<file path="config.mk">
export PLATFORM = sky130hd
export DESIGN_NAME = pipe_hazard_ctrl
export DESIGN_NICKNAME = d
export VERILOG_FILES = /design/src/rtl/pipe_hazard_ctrl_pkg.sv /design/src/rtl/pipe_hazard_ctrl_scoreboard.sv /design/src/rtl/pipe_hazard_ctrl.sv
export SDC_FILE = /design/constraint.sdc
export NUM_CORES = 1
export LEC_CHECK = 0
export CAP_MARGIN = 10
export CORE_UTILIZATION = 51
export DETAILED_ROUTE_END_ITERATION = 12
export PLACE_DENSITY = 0.9
export SLEW_MARGIN = 5
export SYNTH_ARGS = -nofsm -noshare
export SYNTH_HDL_FRONTEND = slang
export SYNTH_SLANG_ARGS = --single-unit
</file>
<file path="constraint.sdc">
create_clock -name clk -period 5.5 [get_ports clk]
set_clock_uncertainty 0.2 [all_clocks]
set_input_delay 1.1 -clock clk [delete_from_list [all_inputs] [get_ports clk]]
set_output_delay 1.1 -clock clk [all_outputs]
set_load 0.02 [all_outputs]
</file>
<file path="src/rtl/pipe_hazard_ctrl_pkg.sv">
`default_nettype none
// ============================================================================
// Module      : pipe_hazard_ctrl_pkg
// Description : Shared types and constants for the pipeline hazard controller.
// Revision    : 1.0 - initial release
// ============================================================================
package pipe_hazard_ctrl_pkg;

    localparam int         c_DST_W    = 5;
    localparam logic [4:0] c_REG_ZERO = 5'd0;

    typedef struct packed {
        logic               v;
        logic [c_DST_W-1:0] dst;
    } sb_entry_t;

    typedef enum logic [0:0] {
        HZ_IDLE   = 1'b0,
        HZ_SQUASH = 1'b1
    } hz_state_t;

    function automatic logic entry_hit(input sb_entry_t e, input logic [c_DST_W-1:0] r);
        return e.v && (e.dst == r);
    endfunction

endpackage
`default_nettype wire

</file>
<file path="src/rtl/pipe_hazard_ctrl_scoreboard.sv">
`default_nettype none
// ============================================================================
// Module      : pipe_hazard_ctrl_scoreboard
// Description : EX/MEM/WB destination shift register with two RAW compare ports.
// Revision    : 1.0 - initial release
// ============================================================================
module pipe_hazard_ctrl_scoreboard
    import pipe_hazard_ctrl_pkg::*;
#(
    parameter int RF_WRITE_THRU = 1
) (
    input  logic               clk,
    input  logic               rst,
    input  logic               push_v,
    input  logic [c_DST_W-1:0] push_dst,
    input  logic [c_DST_W-1:0] rd_a,
    input  logic [c_DST_W-1:0] rd_b,
    output logic               hit_a,
    output logic               hit_b
);

    sb_entry_t r_ex;
    sb_entry_t r_mem;
    sb_entry_t r_wb;

    always_ff @(posedge clk) begin
        if (rst) begin
            r_ex  <= '0;
            r_mem <= '0;
            r_wb  <= '0;
        end else begin
            r_wb  <= r_mem;
            r_mem <= r_ex;
            r_ex  <= '{v: push_v, dst: push_dst};
        end
    end

    // With write-through the register file already holds the WB value when ID reads it.
    assign hit_a = (rd_a != c_REG_ZERO) &&
                   (entry_hit(r_ex, rd_a) || entry_hit(r_mem, rd_a) ||
                    ((RF_WRITE_THRU == 0) && entry_hit(r_wb, rd_a)));

    assign hit_b = (rd_b != c_REG_ZERO) &&
                   (entry_hit(r_ex, rd_b) || entry_hit(r_mem, rd_b) ||
                    ((RF_WRITE_THRU == 0) && entry_hit(r_wb, rd_b)));

endmodule
`default_nettype wire

</file>
<file path="src/rtl/pipe_hazard_ctrl.sv">
`default_nettype none
// ============================================================================
// Module      : pipe_hazard_ctrl
// Description : RAW stall, branch/jump squash control and perf counters.
// Revision    : 1.0 - initial release
// ============================================================================
module pipe_hazard_ctrl
    import pipe_hazard_ctrl_pkg::*;
#(
    parameter int CTRL_SLOTS    = 1,
    parameter int RF_WRITE_THRU = 1,
    parameter int CNT_W         = 16
) (
    input  logic             clk,
    input  logic             rst,
    input  logic             id_valid,
    input  logic [4:0]       id_rs,
    input  logic [4:0]       id_rt,
    input  logic             id_use_rs,
    input  logic             id_use_rt,
    input  logic             id_wreg,
    input  logic [4:0]       id_wdst,
    input  logic             id_is_jump,
    input  logic             id_is_branch,
    input  logic             id_br_taken,
    output logic             id_wpcir,
    output logic             jmp_stall,
    output logic             ctrl_branch,
    output logic             ex_bubble,
    output logic [CNT_W-1:0] stall_cnt,
    output logic [CNT_W-1:0] squash_cnt
);

    localparam logic [1:0] c_SQUASH_INIT = 2'(CTRL_SLOTS - 1);

    hz_state_t        r_state;
    hz_state_t        w_state_nxt;
    logic [1:0]       r_cnt;
    logic [1:0]       w_cnt_nxt;
    logic [CNT_W-1:0] r_stall_cnt;
    logic [CNT_W-1:0] r_squash_cnt;

    logic w_squash;
    logic w_hit_rs;
    logic w_hit_rt;
    logic w_hazard;
    logic w_issue;
    logic w_redirect;

    pipe_hazard_ctrl_scoreboard #(
        .RF_WRITE_THRU (RF_WRITE_THRU)
    ) u_scoreboard (
        .clk      (clk),
        .rst      (rst),
        .push_v   (w_issue & id_wreg & (id_wdst != c_REG_ZERO)),
        .push_dst (id_wdst),
        .rd_a     (id_rs),
        .rd_b     (id_rt),
        .hit_a    (w_hit_rs),
        .hit_b    (w_hit_rt)
    );

    assign w_squash   = (r_state == HZ_SQUASH);
    assign w_hazard   = id_valid & ~w_squash &
                        ((id_use_rs & w_hit_rs) | (id_use_rt & w_hit_rt));
    assign w_issue    = id_valid & ~w_hazard & ~w_squash;
    // A stalled branch cannot redirect: its operands are not ready yet.
    assign w_redirect = w_issue & (id_is_jump | (id_is_branch & id_br_taken));

    always_ff @(posedge clk) begin
        if (rst) begin
            r_state <= HZ_IDLE;
            r_cnt   <= 2'd0;
        end else begin
            r_state <= w_state_nxt;
            r_cnt   <= w_cnt_nxt;
        end
    end

    always_comb begin
        w_state_nxt = r_state;
        w_cnt_nxt   = r_cnt;
        case (r_state)
            HZ_IDLE: begin
                if (w_redirect) begin
                    w_state_nxt = HZ_SQUASH;
                    w_cnt_nxt   = c_SQUASH_INIT;
                end
            end
            HZ_SQUASH: begin
                if (r_cnt == 2'd0) begin
                    w_state_nxt = HZ_IDLE;
                end else begin
                    w_cnt_nxt = r_cnt - 2'd1;
                end
            end
            default: begin
                w_state_nxt = HZ_IDLE;
                w_cnt_nxt   = 2'd0;
            end
        endcase
    end

    always_ff @(posedge clk) begin
        if (rst) begin
            r_stall_cnt  <= '0;
            r_squash_cnt <= '0;
        end else begin
            if (w_hazard) r_stall_cnt  <= r_stall_cnt + CNT_W'(1);
            if (w_squash) r_squash_cnt <= r_squash_cnt + CNT_W'(1);
        end
    end

    assign id_wpcir    = w_hazard;
    assign jmp_stall   = w_squash;
    assign ctrl_branch = w_redirect;
    assign ex_bubble   = w_hazard | w_squash;
    assign stall_cnt   = r_stall_cnt;
    assign squash_cnt  = r_squash_cnt;

endmodule
`default_nettype wire

</file>
==> results.py <==
metrics = {
    "place": {
        "port_buffers": 59,
        "place.gp.congestion": 0.839,
        "place_ws_ns": 0.560,
        "dpl.hpwl_um": 3650,
    },
    "die": {
        "rows": 24,
        "core_mm2": 0.00438,
        "die_h_um": 69.8,
        "io_pins": 60,
        "die_x_um": 69.8,
        "die_area_mm2": 0.00488,
        "start_util_pct": 53.5,
    },
    "worst_hold_path": {
        "holdCritStartpoint": "u_scoreboard.r_ex[5]",
        "hold_class": "register to register",
    },
    "worst_setup_path": {
        "critPathKind": "primary input to primary output",
        "required_ns": 4.20,
        "r2r_slack_ns": 2.99,
        "cp_top_family": "buffers and inverters",
        "crit_fanout": 4,
        "rr_endpoint": "stall_cnt[15]",
        "crit_chain": "clkdlybuf4s50_1, or4_1, o21ai_1, a21oi_1, nor4_2, clkdlybuf4s50_1",
        "reg2reg_depth": 7,
        "cp.arrival_ns": 3.67,
        "cp.depth": 6,
        "cp-end-kind": "primary output",
        "cp_common_cell": "clkdlybuf4s50_1",
        "path_buf_inv": 2,
        "r2r-start": "u_scoreboard.r_mem[0]",
        "critPathCapture": "ctrl_branch",
        "start_kind": "primary input",
        "worst_path_max_delay_cell": "clkdlybuf4s50_1",
        "crit_start": "id_rt[0]",
        "critPathMaxStageDelay_ns": 0.71,
    },
    "sta": {
        "setup_violations": 0,
        "period_share_pct": 90.3,
        "post-route-min-period_ns": 4.97,
        "max_freq_mhz": 201,
        "slew_headroom_pct": 30.8,
        "setup_tns_ns": 0,
        "rsz0062_at_grt": "false",
        "slew_viol_final": 0,
        "hold_viol_final": 0,
        "layout_setup_ws_ns": 0.534,
        "tightest_slew_ns": 1.04,
    },
    "power_and_ir_drop": {
        "p_sw_mw": 0.146,
        "p_comb_share_pct": 8.2,
        "pwr-share-seq_pct": 49.9,
        "swShare_pct": 20.7,
        "cellPowerDensity_mw_per_mm2": 227,
        "ir_worst_vdd_uv": 244,
        "pwr-share-clk_pct": 41.9,
        "p_int_mw": 0.558,
        "leakagePower_nw": 1.18,
    },
    "final_layout": {
        "n_fill_cell": 344,
        "nets": 347,
        "layout-drive-gt1-share_pct": 7.79,
        "final_core_util_pct": 70.6,
        "synthToLayoutAreaGrowth_pct": 31.9,
        "multiInputGateArea_mm2": 0.00134,
        "seq_area_um2": 941,
        "n_antenna_cell": 0,
    },
    "synth": {
        "netlist_area_mm2": 0.00235,
        "ys_warn_count": 0,
        "yosysTopAreaCell": "dfxtp_1",
        "synthArstFlopShare_pct": 0,
        "synth_edf_count": 0,
        "synth_ff_type": "dfxtp_1",
        "synth_cell_types": 35,
        "ys_top_cells_by_count": "dfxtp_1, nor2_1, xor2_1",
        "yosys-top-cells-area": "dfxtp_1, xor2_1, nor2b_1, mux2_2, nor2_1",
        "syn_inst": 263,
        "yosysMostFrequentCell": "dfxtp_1",
        "syn_avg_cell_area_um2": 8.92,
        "synth_seq_cells": 47,
        "syn_nets": 290,
        "synth_seq_area_share_pct": 40.1,
        "synth.top_cell.area_share_pct": 40.1,
    },
    "flow_run": {
        "cap_viol_max_count": 0,
    },
    "global_routing": {
        "grt_pass1_vias": 1854,
        "grt_pass1_wl_um": 8410,
        "track_usage_pct": 21.2,
        "grt_overflow": 0,
        "grt_max_degree": 64,
        "antenna_found_initial": 0,
    },
    "clock_tree": {
        "cts-root-buf": "clkbuf_8",
        "cts_setup_buffers": 0,
        "post_cts_resize_count": 0,
        "cts_tree": "built",
        "clock_sinks": 47,
        "holdBufCountCts": 0,
        "clk-insertion-delay-late_ns": 0.30,
        "cts.clk_slew.worst_paths_ns": 0.08,
        "ctsHtreeMaxLevel": 2,
        "cts_buffer_depth": 2,
        "numCtsBuffers": 5,
    },
    "outcome": {
        "outcome": "completed",
    },
    "routing": {
        "finalWirelength_um": 5020,
        "dr.pass1.iters": 4,
        "via_per_inst": 5.44,
        "route.vias.total": 2028,
        "ant_nets": 0,
        "drt_iter0_drc": 70,
        "avgRoutedWirePerCell_um": 13.5,
        "drc": 0,
    },
}
area by class of cell:
cell class | instances | share of cell area, %
inverter | 5 | 0.606
clock buffer | 6 | 2.34
tap | 52 | 2.10
clock inverter | 2 | 1.94
timing repair buffer | 61 | 19.4
sequential | 47 | 30.4
multi-input combinational | 200 | 43.2
state kept, by name (all words and copies together) (netlist names):
signal	cells
squash_cnt	16
stall_cnt	16
u_scoreboard.r_ex	6
u_scoreboard.r_mem	6
r_cnt	2
jmp_stall	1
per-layer routing:
layer | up-vias | part of all wire, % | GRT usage (%)
met1 | 948 | 46 | 26.6
met2 | 44 | 48 | 35.6
met4 | 0 | 1.7 | 8.44
met5 | - | 0 | 0
li1 | 1026 | - | -
met3 | 10 | 4.6 | 4.36
placed cells by master (no fill, tap or decap), types with 5 or more instances in the layout:
| master | n |
|---|---|
| or3_1 | 6 |
| and3_1 | 8 |
| nor2b_1 | 24 |
| a21oi_1 | 16 |
| nor2_1 | 31 |
| clkdlybuf4s50_1 | 58 |
| xor2_1 | 26 |
| o21ai_0 | 8 |
| xnor2_1 | 7 |
| inv_1 | 5 |
| nand3_1 | 16 |
| clkbuf_8 | 5 |
| nand4_1 | 6 |
| mux2_2 | 11 |
| dfxtp_1 | 47 |
| nand2_1 | 7 |
cell families (layout without fill, tap and decap cells):
logic type               count (synthesis)  count (layout)  share of synthesized area, %
adder cells (fa/ha/maj)                  3               3                          1.60
flip-flops                              47              47                          40.1
AO/OA/AOI/OAI                           34              34                          9.22
buffers and inverters                   16              74                          2.88
multiplexers                            15              15                          7.14
AND/OR/NAND/NOR                        115             115                          26.8
XOR/XNOR                                33              33                          12.3
metrics by stage:
| step | area, µm² | instances | hold slack [ns] | power (mW) |
|---|---|---|---|---|
| 5_1_grt | 3100 | 373 | 0.310 | 0.732 |
| 3_5_place_dp | 2960 | 365 | 0.285 | 0.416 |
| 3_3_place_gp | 2960 | 365 | 0.285 | 0.415 |
| 4_1_cts | 3100 | 373 | 0.297 | 0.708 |
| 6_report | 3100 | 373 | 0.301 | 0.704 |
| 2_1_floorplan | 2350 | 263 | 0.259 | 0.388 |
worst min-delay path by stage:
stage	end	slack, ns	depth (start not counted)
2_1_floorplan	u_scoreboard.r_mem[5]	0.26	1
3_3_place_gp	u_scoreboard.r_mem[5]	0.28	1
3_5_place_dp	u_scoreboard.r_mem[5]	0.29	1
4_1_cts	u_scoreboard.r_mem[5]	0.30	1
5_1_grt	u_scoreboard.r_mem[5]	0.31	1
6_report	u_scoreboard.r_mem[5]	0.30	1
power groups by stage:
stage / Clock, mW / Sequential (mW) / Combinational [mW]
2_1_floorplan: 0 / 0.358 / 0.0293
4_1_cts: 0.299 / 0.351 / 0.0580
6_report: 0.295 / 0.351 / 0.0579
3_5_place_dp: 0 / 0.359 / 0.0574
5_1_grt: 0.317 / 0.352 / 0.0629
3_3_place_gp: 0 / 0.359 / 0.0557
Power figures use the tool's default switching activity.
